File: src/rtl/reg_desp_pkg.sv
// Shared encodings for the multi-step universal shift register.
// Latency: n/a (definitions only).
// Backpressure: n/a.
package reg_desp_pkg;

    // Operating modes carried on MODO
    localparam logic [1:0] MODO_SHIFT = 2'b00;
    localparam logic [1:0] MODO_ROT   = 2'b01;
    localparam logic [1:0] MODO_LOAD  = 2'b10;
    localparam logic [1:0] MODO_ASHR  = 2'b11;

    // Shift direction: left moves bits towards the MSB
    localparam logic DIR_IZQ = 1'b0;
    localparam logic DIR_DER = 1'b1;

    // Controller states; DONE is a registered pulse, not a state
    typedef enum logic {
        ST_IDLE = 1'b0,
        ST_RUN  = 1'b1
    } state_t;

    // A non-load command with a zero step count completes without running
    function automatic logic cmd_runs(input logic [1:0] modo, input logic cnt_nonzero);
        return (modo != MODO_LOAD) && cnt_nonzero;
    endfunction

endpackage

File: src/rtl/reg_desp_step.sv
// Single-bit-position step of the universal shift register (next Q and exit bit).
// Latency: combinational, zero cycles.
// Backpressure: none; the caller decides whether to commit the result.
module reg_desp_step
    import reg_desp_pkg::*;
#(
    parameter int WIDTH = 8
) (
    input  logic [WIDTH-1:0] q,
    input  logic [1:0]       modo,
    input  logic             dir,
    input  logic             s_in,
    output logic [WIDTH-1:0] q_next,
    output logic             bit_out
);

    // Compute the shifted/rotated value and the bit that falls off the end
    always_comb begin
        q_next  = q;
        bit_out = 1'b0;
        case (modo)
            MODO_SHIFT: begin
                if (dir == DIR_IZQ) begin
                    q_next  = {q[WIDTH-2:0], s_in};
                    bit_out = q[WIDTH-1];
                end else begin
                    q_next  = {s_in, q[WIDTH-1:1]};
                    bit_out = q[0];
                end
            end
            MODO_ROT: begin
                if (dir == DIR_IZQ) begin
                    q_next  = {q[WIDTH-2:0], q[WIDTH-1]};
                    bit_out = q[WIDTH-1];
                end else begin
                    q_next  = {q[0], q[WIDTH-1:1]};
                    bit_out = q[0];
                end
            end
            MODO_ASHR: begin
                // Arithmetic left is a logical left with zero fill; right keeps the sign
                if (dir == DIR_IZQ) begin
                    q_next  = {q[WIDTH-2:0], 1'b0};
                    bit_out = q[WIDTH-1];
                end else begin
                    q_next  = {q[WIDTH-1], q[WIDTH-1:1]};
                    bit_out = q[0];
                end
            end
            default: begin
                // Load never steps; keep the register as it is
                q_next  = q;
                bit_out = 1'b0;
            end
        endcase
    end

endmodule

File: src/rtl/reg_desp_multi.sv
// Universal shift register executing a latched multi-step command, one bit per clock.
// Latency: load / zero-count done one cycle after START; n-step command done after n+1 edges.
// Backpressure: ENB=0 pauses a running command and blocks START; START while BUSY is dropped.
module reg_desp_multi
    import reg_desp_pkg::*;
#(
    parameter int WIDTH = 8,
    parameter int CNT_W = 4
) (
    input  logic             CLK,
    input  logic             RST,
    input  logic             ENB,
    input  logic             START,
    input  logic [1:0]       MODO,
    input  logic             DIR,
    input  logic [CNT_W-1:0] CNT,
    input  logic             S_IN,
    input  logic [WIDTH-1:0] D,
    output logic [WIDTH-1:0] Q,
    output logic             S_OUT,
    output logic             BUSY,
    output logic             DONE
);

    localparam logic [CNT_W-1:0] CNT_ONE = {{(CNT_W-1){1'b0}}, 1'b1};

    state_t           state_q, state_nxt;
    logic [1:0]       modo_q;
    logic             dir_q;
    logic [CNT_W-1:0] cnt_q;
    logic [WIDTH-1:0] q_reg;
    logic             s_out_reg;
    logic             busy_reg;
    logic             done_reg;

    logic [WIDTH-1:0] step_q;
    logic             step_bit;
    logic             accept;
    logic             step_en;
    logic             last_step;

    reg_desp_step #(.WIDTH(WIDTH)) u_step (
        .q       (q_reg),
        .modo    (modo_q),
        .dir     (dir_q),
        .s_in    (S_IN),
        .q_next  (step_q),
        .bit_out (step_bit)
    );

    // Next-state and qualifier decode for the IDLE/RUN controller
    always_comb begin
        state_nxt = state_q;
        accept    = 1'b0;
        step_en   = 1'b0;
        last_step = 1'b0;
        case (state_q)
            ST_IDLE: begin
                accept = ENB && START;
                if (accept && cmd_runs(MODO, CNT != '0)) begin
                    state_nxt = ST_RUN;
                end
            end
            ST_RUN: begin
                step_en   = ENB;
                last_step = ENB && (cnt_q == CNT_ONE);
                if (last_step) begin
                    state_nxt = ST_IDLE;
                end
            end
            default: state_nxt = ST_IDLE;
        endcase
    end

    // Controller state register
    always_ff @(posedge CLK) begin
        if (RST) begin
            state_q <= ST_IDLE;
        end else begin
            state_q <= state_nxt;
        end
    end

    // Command latch, step counter, data registers and handshake outputs
    always_ff @(posedge CLK) begin
        if (RST) begin
            modo_q    <= MODO_SHIFT;
            dir_q     <= DIR_IZQ;
            cnt_q     <= '0;
            q_reg     <= '0;
            s_out_reg <= 1'b0;
            busy_reg  <= 1'b0;
            done_reg  <= 1'b0;
        end else begin
            done_reg <= 1'b0;
            if (accept) begin
                modo_q <= MODO;
                dir_q  <= DIR;
                cnt_q  <= CNT;
                if (MODO == MODO_LOAD) begin
                    q_reg    <= D;
                    done_reg <= 1'b1;
                end else if (CNT == '0) begin
                    done_reg <= 1'b1;
                end else begin
                    busy_reg <= 1'b1;
                end
            end
            if (step_en) begin
                q_reg     <= step_q;
                s_out_reg <= step_bit;
                cnt_q     <= cnt_q - CNT_ONE;
                if (last_step) begin
                    busy_reg <= 1'b0;
                    done_reg <= 1'b1;
                end
            end
        end
    end

    assign Q     = q_reg;
    assign S_OUT = s_out_reg;
    assign BUSY  = busy_reg;
    assign DONE  = done_reg;

endmodule

File: config.mk
export PLATFORM = sky130hd
export DESIGN_NAME = reg_desp_multi
export DESIGN_NICKNAME = d
export VERILOG_FILES = /design/src/rtl/reg_desp_pkg.sv /design/src/rtl/reg_desp_step.sv /design/src/rtl/reg_desp_multi.sv
export SDC_FILE = /design/constraint.sdc
export NUM_CORES = 1
export LEC_CHECK = 0
export CORE_MARGIN = 2
export CORE_UTILIZATION = 44
export DETAILED_ROUTE_END_ITERATION = 10
export HOLD_SLACK_MARGIN = 0.15
export PLACE_DENSITY_LB_ADDON = 0.15
export RECOVER_POWER = 25
export SLEW_MARGIN = 10
export SYNTH_ARGS = -nofsm -noshare
export SYNTH_HDL_FRONTEND = slang
export SYNTH_HIERARCHICAL = 1
export SYNTH_SLANG_ARGS = --single-unit
File: constraint.sdc
create_clock -name CLK -period 1.7 [get_ports CLK]
set_input_delay 0.255 -clock CLK [delete_from_list [all_inputs] [get_ports CLK]]
set_output_delay 0.255 -clock CLK [all_outputs]
set_load 0.005 [all_outputs]
==> results.yml <==
pwr:
  power.total_mw: 1.00
  seq_power_share_pct: 51.4
  p_per_area_nw_per_um2: 635
  clock_power_share_pct: 22.9
  leakage_nw: 0.578
  netSwitchingFraction_pct: 28.6
  ir_worst_vdd_uv: 630
  power_switching_uw: 287
  pwr-share-comb_pct: 25.7
  intPower_uw: 715
clock_tree:
  cts_root_buf: "clkbuf_4"
  post_cts_buffers: 0
  cts-resized-gates: 0
  cts_sinks: 19
  cts_made_buffers: 3
  clk_pin_slew_worst_paths_ns: 0.11
  htreeDepth: 1
  clockBufferDepth: 2
  clk_latency_ns: 0.29
  cts_hold_buf: 0
  tritoncts: "built"
place:
  io_buffers: 30
  gp_congestion: 0.768
  dpl_worst_slack_ns: 0.0445
  postPlaceCellArea_um2: 1550
  hpwl_um: 2170
timing:
  post-route-period-util_pct: 90.2
  fin_skew_ns: 0.000918
  holdWs_ns: 0.478
  fmax_mhz: 652
  fin_ws_ns: 0.166
  tns_ns: 0
  final-max-slew-violation-count: 0
  rsz0062_at_grt: "false"
  slew_headroom_pct: 70.8
  hold_violations: 0
  tightestPinTransition_ns: 0.438
  setup_violations: 0
  period_needed_ns: 1.53
drt:
  final_antenna_net_count: 0
  totalWireLength_um: 2940
  via_per_inst: 5.75
  vias: 1202
  first_pass_iters: 4
  drc: 0
  drt_iter0_drc: 40
  wl_per_cell_um: 14.1
setup_path:
  worstSetupEndpointType: "output port"
  cp_top_family: "buffers and inverters"
  r2r-start: "modo_q[1]$_SDFFE_PP0P_"
  path_depth: 1
  startpoint_type: "flip-flop"
  path_cells: "clkdlybuf4s50_1"
  cp_num_buf_inv: 1
  crit_fanout: 6
  slowest_stage: "clkdlybuf4s50_1"
  critPathCapture: "Q[0]"
  cp-startpoint: "Q[0]$_SDFFE_PP0P_"
  reg2reg_depth: 7
  required_ns: 1.44
  path_class: "reg -> out"
  max_stage_delay_ns: 0.54
  r2r-end: "Q[3]$_SDFFE_PP0P_"
  r2r_setup_slack_ns: 0.18
  cp_data_arrival_time_ns: 1.28
grt:
  first_global_vias: 1132
  grt_usage_pct: 19.6
  overflow: 0
  grt_pass1_wl_um: 5010
  grt_max_degree: 20
  grt_antenna_before_repair: 0
die:
  die-width_um: 56.7
  die_y_um: 56.7
  pin_count: 31
  dieArea_um2: 3220
  start_util_pct: 45.5
  core_area_um2: 2690
  rows: 19
synth:
  ys_ff_latch: 19
  netlist_instances: 145
  yosysWarnings: 6
  synth.cell_area_um2: 1220
  synth_seq_area_share_pct: 31.1
  avgSynthCellArea_um2: 8.43
  synth_cell_types: 38
  synth.net_count: 167
flow_run:
  max_cap_viol_count: 0
finish:
  multi_input_area_um2: 726
  design_area_um2: 1580
  nFillCells: 269
  regArea_um2: 380
  nNetsFinal: 201
  n_antenna_cell: 0
  areaGrowthSynthToFinish_pct: 29.1
  drive_above_1_share_pct: 10.1
run_status:
  status: "finished, final reports clean"
hold_path:
  hold_class: "reg -> reg"
## worst min path at each step
| stage | end | startpoint | cells after the start | slack (ns) |
|---|---|---|---|---|
| final | S_OUT$_SDFFE_PP0P_ | S_OUT$_SDFFE_PP0P_ | 2 | 0.48 |
| after global placement | S_OUT$_SDFFE_PP0P_ | S_OUT$_SDFFE_PP0P_ | 2 | 0.45 |
| after CTS | S_OUT$_SDFFE_PP0P_ | S_OUT$_SDFFE_PP0P_ | 2 | 0.48 |
| after detailed placement | S_OUT$_SDFFE_PP0P_ | S_OUT$_SDFFE_PP0P_ | 2 | 0.47 |
| after global routing | S_OUT$_SDFFE_PP0P_ | S_OUT$_SDFFE_PP0P_ | 2 | 0.51 |
| after floorplan | dir_q$_SDFFE_PP0P_ | DIR | 2 | 0.39 |
## stage by stage
stage	util [%]	cells
after floorplan	-	145
after global placement	57.8	205
after detailed placement	57.8	205
after CTS	58.8	209
after global routing	58.7	209
final	58.7	209
## final cells by class
type | instances | share of cell area, %
multi-input combinational | 105 | 46.0
inverter | 11 | 2.62
tap | 31 | 2.46
clock buffer | 4 | 1.67
sequential | 19 | 24.1
timing repair buffer | 39 | 23.2
## cells in the mapped netlist
cell,count,area [um^2]
o21ai_2,1,8.76
o21a_1,1,7.51
a21boi_0,1,7.51
xnor2_1,1,8.76
nand3b_1,1,7.51
ha_1,2,25.0
nand2_1,16,60.1
o22ai_1,2,12.5
a211oi_1,1,7.51
o21ba_1,1,10.0
nand3_1,3,15.0
a41oi_1,1,8.76
a21oi_1,8,40.0
inv_1,11,41.3
o31ai_1,8,60.1
a2bb2oi_1,1,8.76
dfxtp_1,19,380
buf_2,3,15.0
a31oi_1,2,12.5
a211o_1,1,8.76
nand3b_4,1,20.0
buf_4,3,22.5
nor3_1,3,15.0
mux2i_1,8,80.1
buf_6,3,33.8
or4_4,1,11.3
a21o_2,1,8.76
nor2_1,4,15.0
nand2b_1,10,62.6
and3b_1,4,35.0
a21o_1,1,7.51
a221oi_1,9,78.8
nor4b_2,1,15.0
clkbuf_1,1,3.75
a311oi_1,2,17.5
nor2b_1,1,6.26
or2b_2,1,8.76
o21ai_0,7,35.0
## layout by cell type (no fill, tap or decap), types with 2 or more instances in the layout
cell type	n
mux2i_1	8
ha_1	2
o22ai_1	2
buf_4	8
a221oi_1	9
nand3_1	3
o21ai_0	7
nand2_1	16
o31ai_1	8
nand2b_1	10
a31oi_1	2
dfxtp_1	19
nor2_1	4
a311oi_1	2
and3b_1	4
clkdlybuf4s50_1	29
a21oi_1	8
clkbuf_4	3
inv_1	11
nor3_1	3
## registers in the layout (all words and copies together), names as in the netlist
signal / flops
BUSY: 1
DONE: 1
Q: 8
S_OUT: 1
cnt_q: 4
dir_q: 1
modo_q: 2
state_q: 1
## cell families (layout without fill, tap and decap cells)
| kind of cell | count (synthesis) | after routing | share of synthesized area (%) |
|---|---|---|---|
| adders and majority gates | 2 | 2 | 2.05 |
| muxes | 8 | 8 | 6.55 |
| buffers and inverters | 21 | 54 | 9.52 |
| DFF | 19 | 19 | 31.1 |
| AOI/OAI and AO/OA | 48 | 48 | 27.8 |
| xor gates and xnor gates | 1 | 1 | 0.717 |
| and+or+nand+nor | 46 | 46 | 22.2 |
## power groups by stage
stage	clock (mW)	sequential (mW)	combinational (mW)
after detailed placement	0	0.525	0.259
after floorplan	0	0.511	0.158
final	0.230	0.515	0.257
after global routing	0.261	0.520	0.286
after CTS	0.240	0.514	0.261
after global placement	0	0.522	0.254
## metal layers
metal	up-vias	part of all wire, %	GRT usage [%]
met3	6	3.9	2.76
met1	569	46	23.7
li1	600	-	-
met5	-	0	0
met4	0	1.8	10.5
met2	27	49	33.2
(Power assumes the default switching activity.)
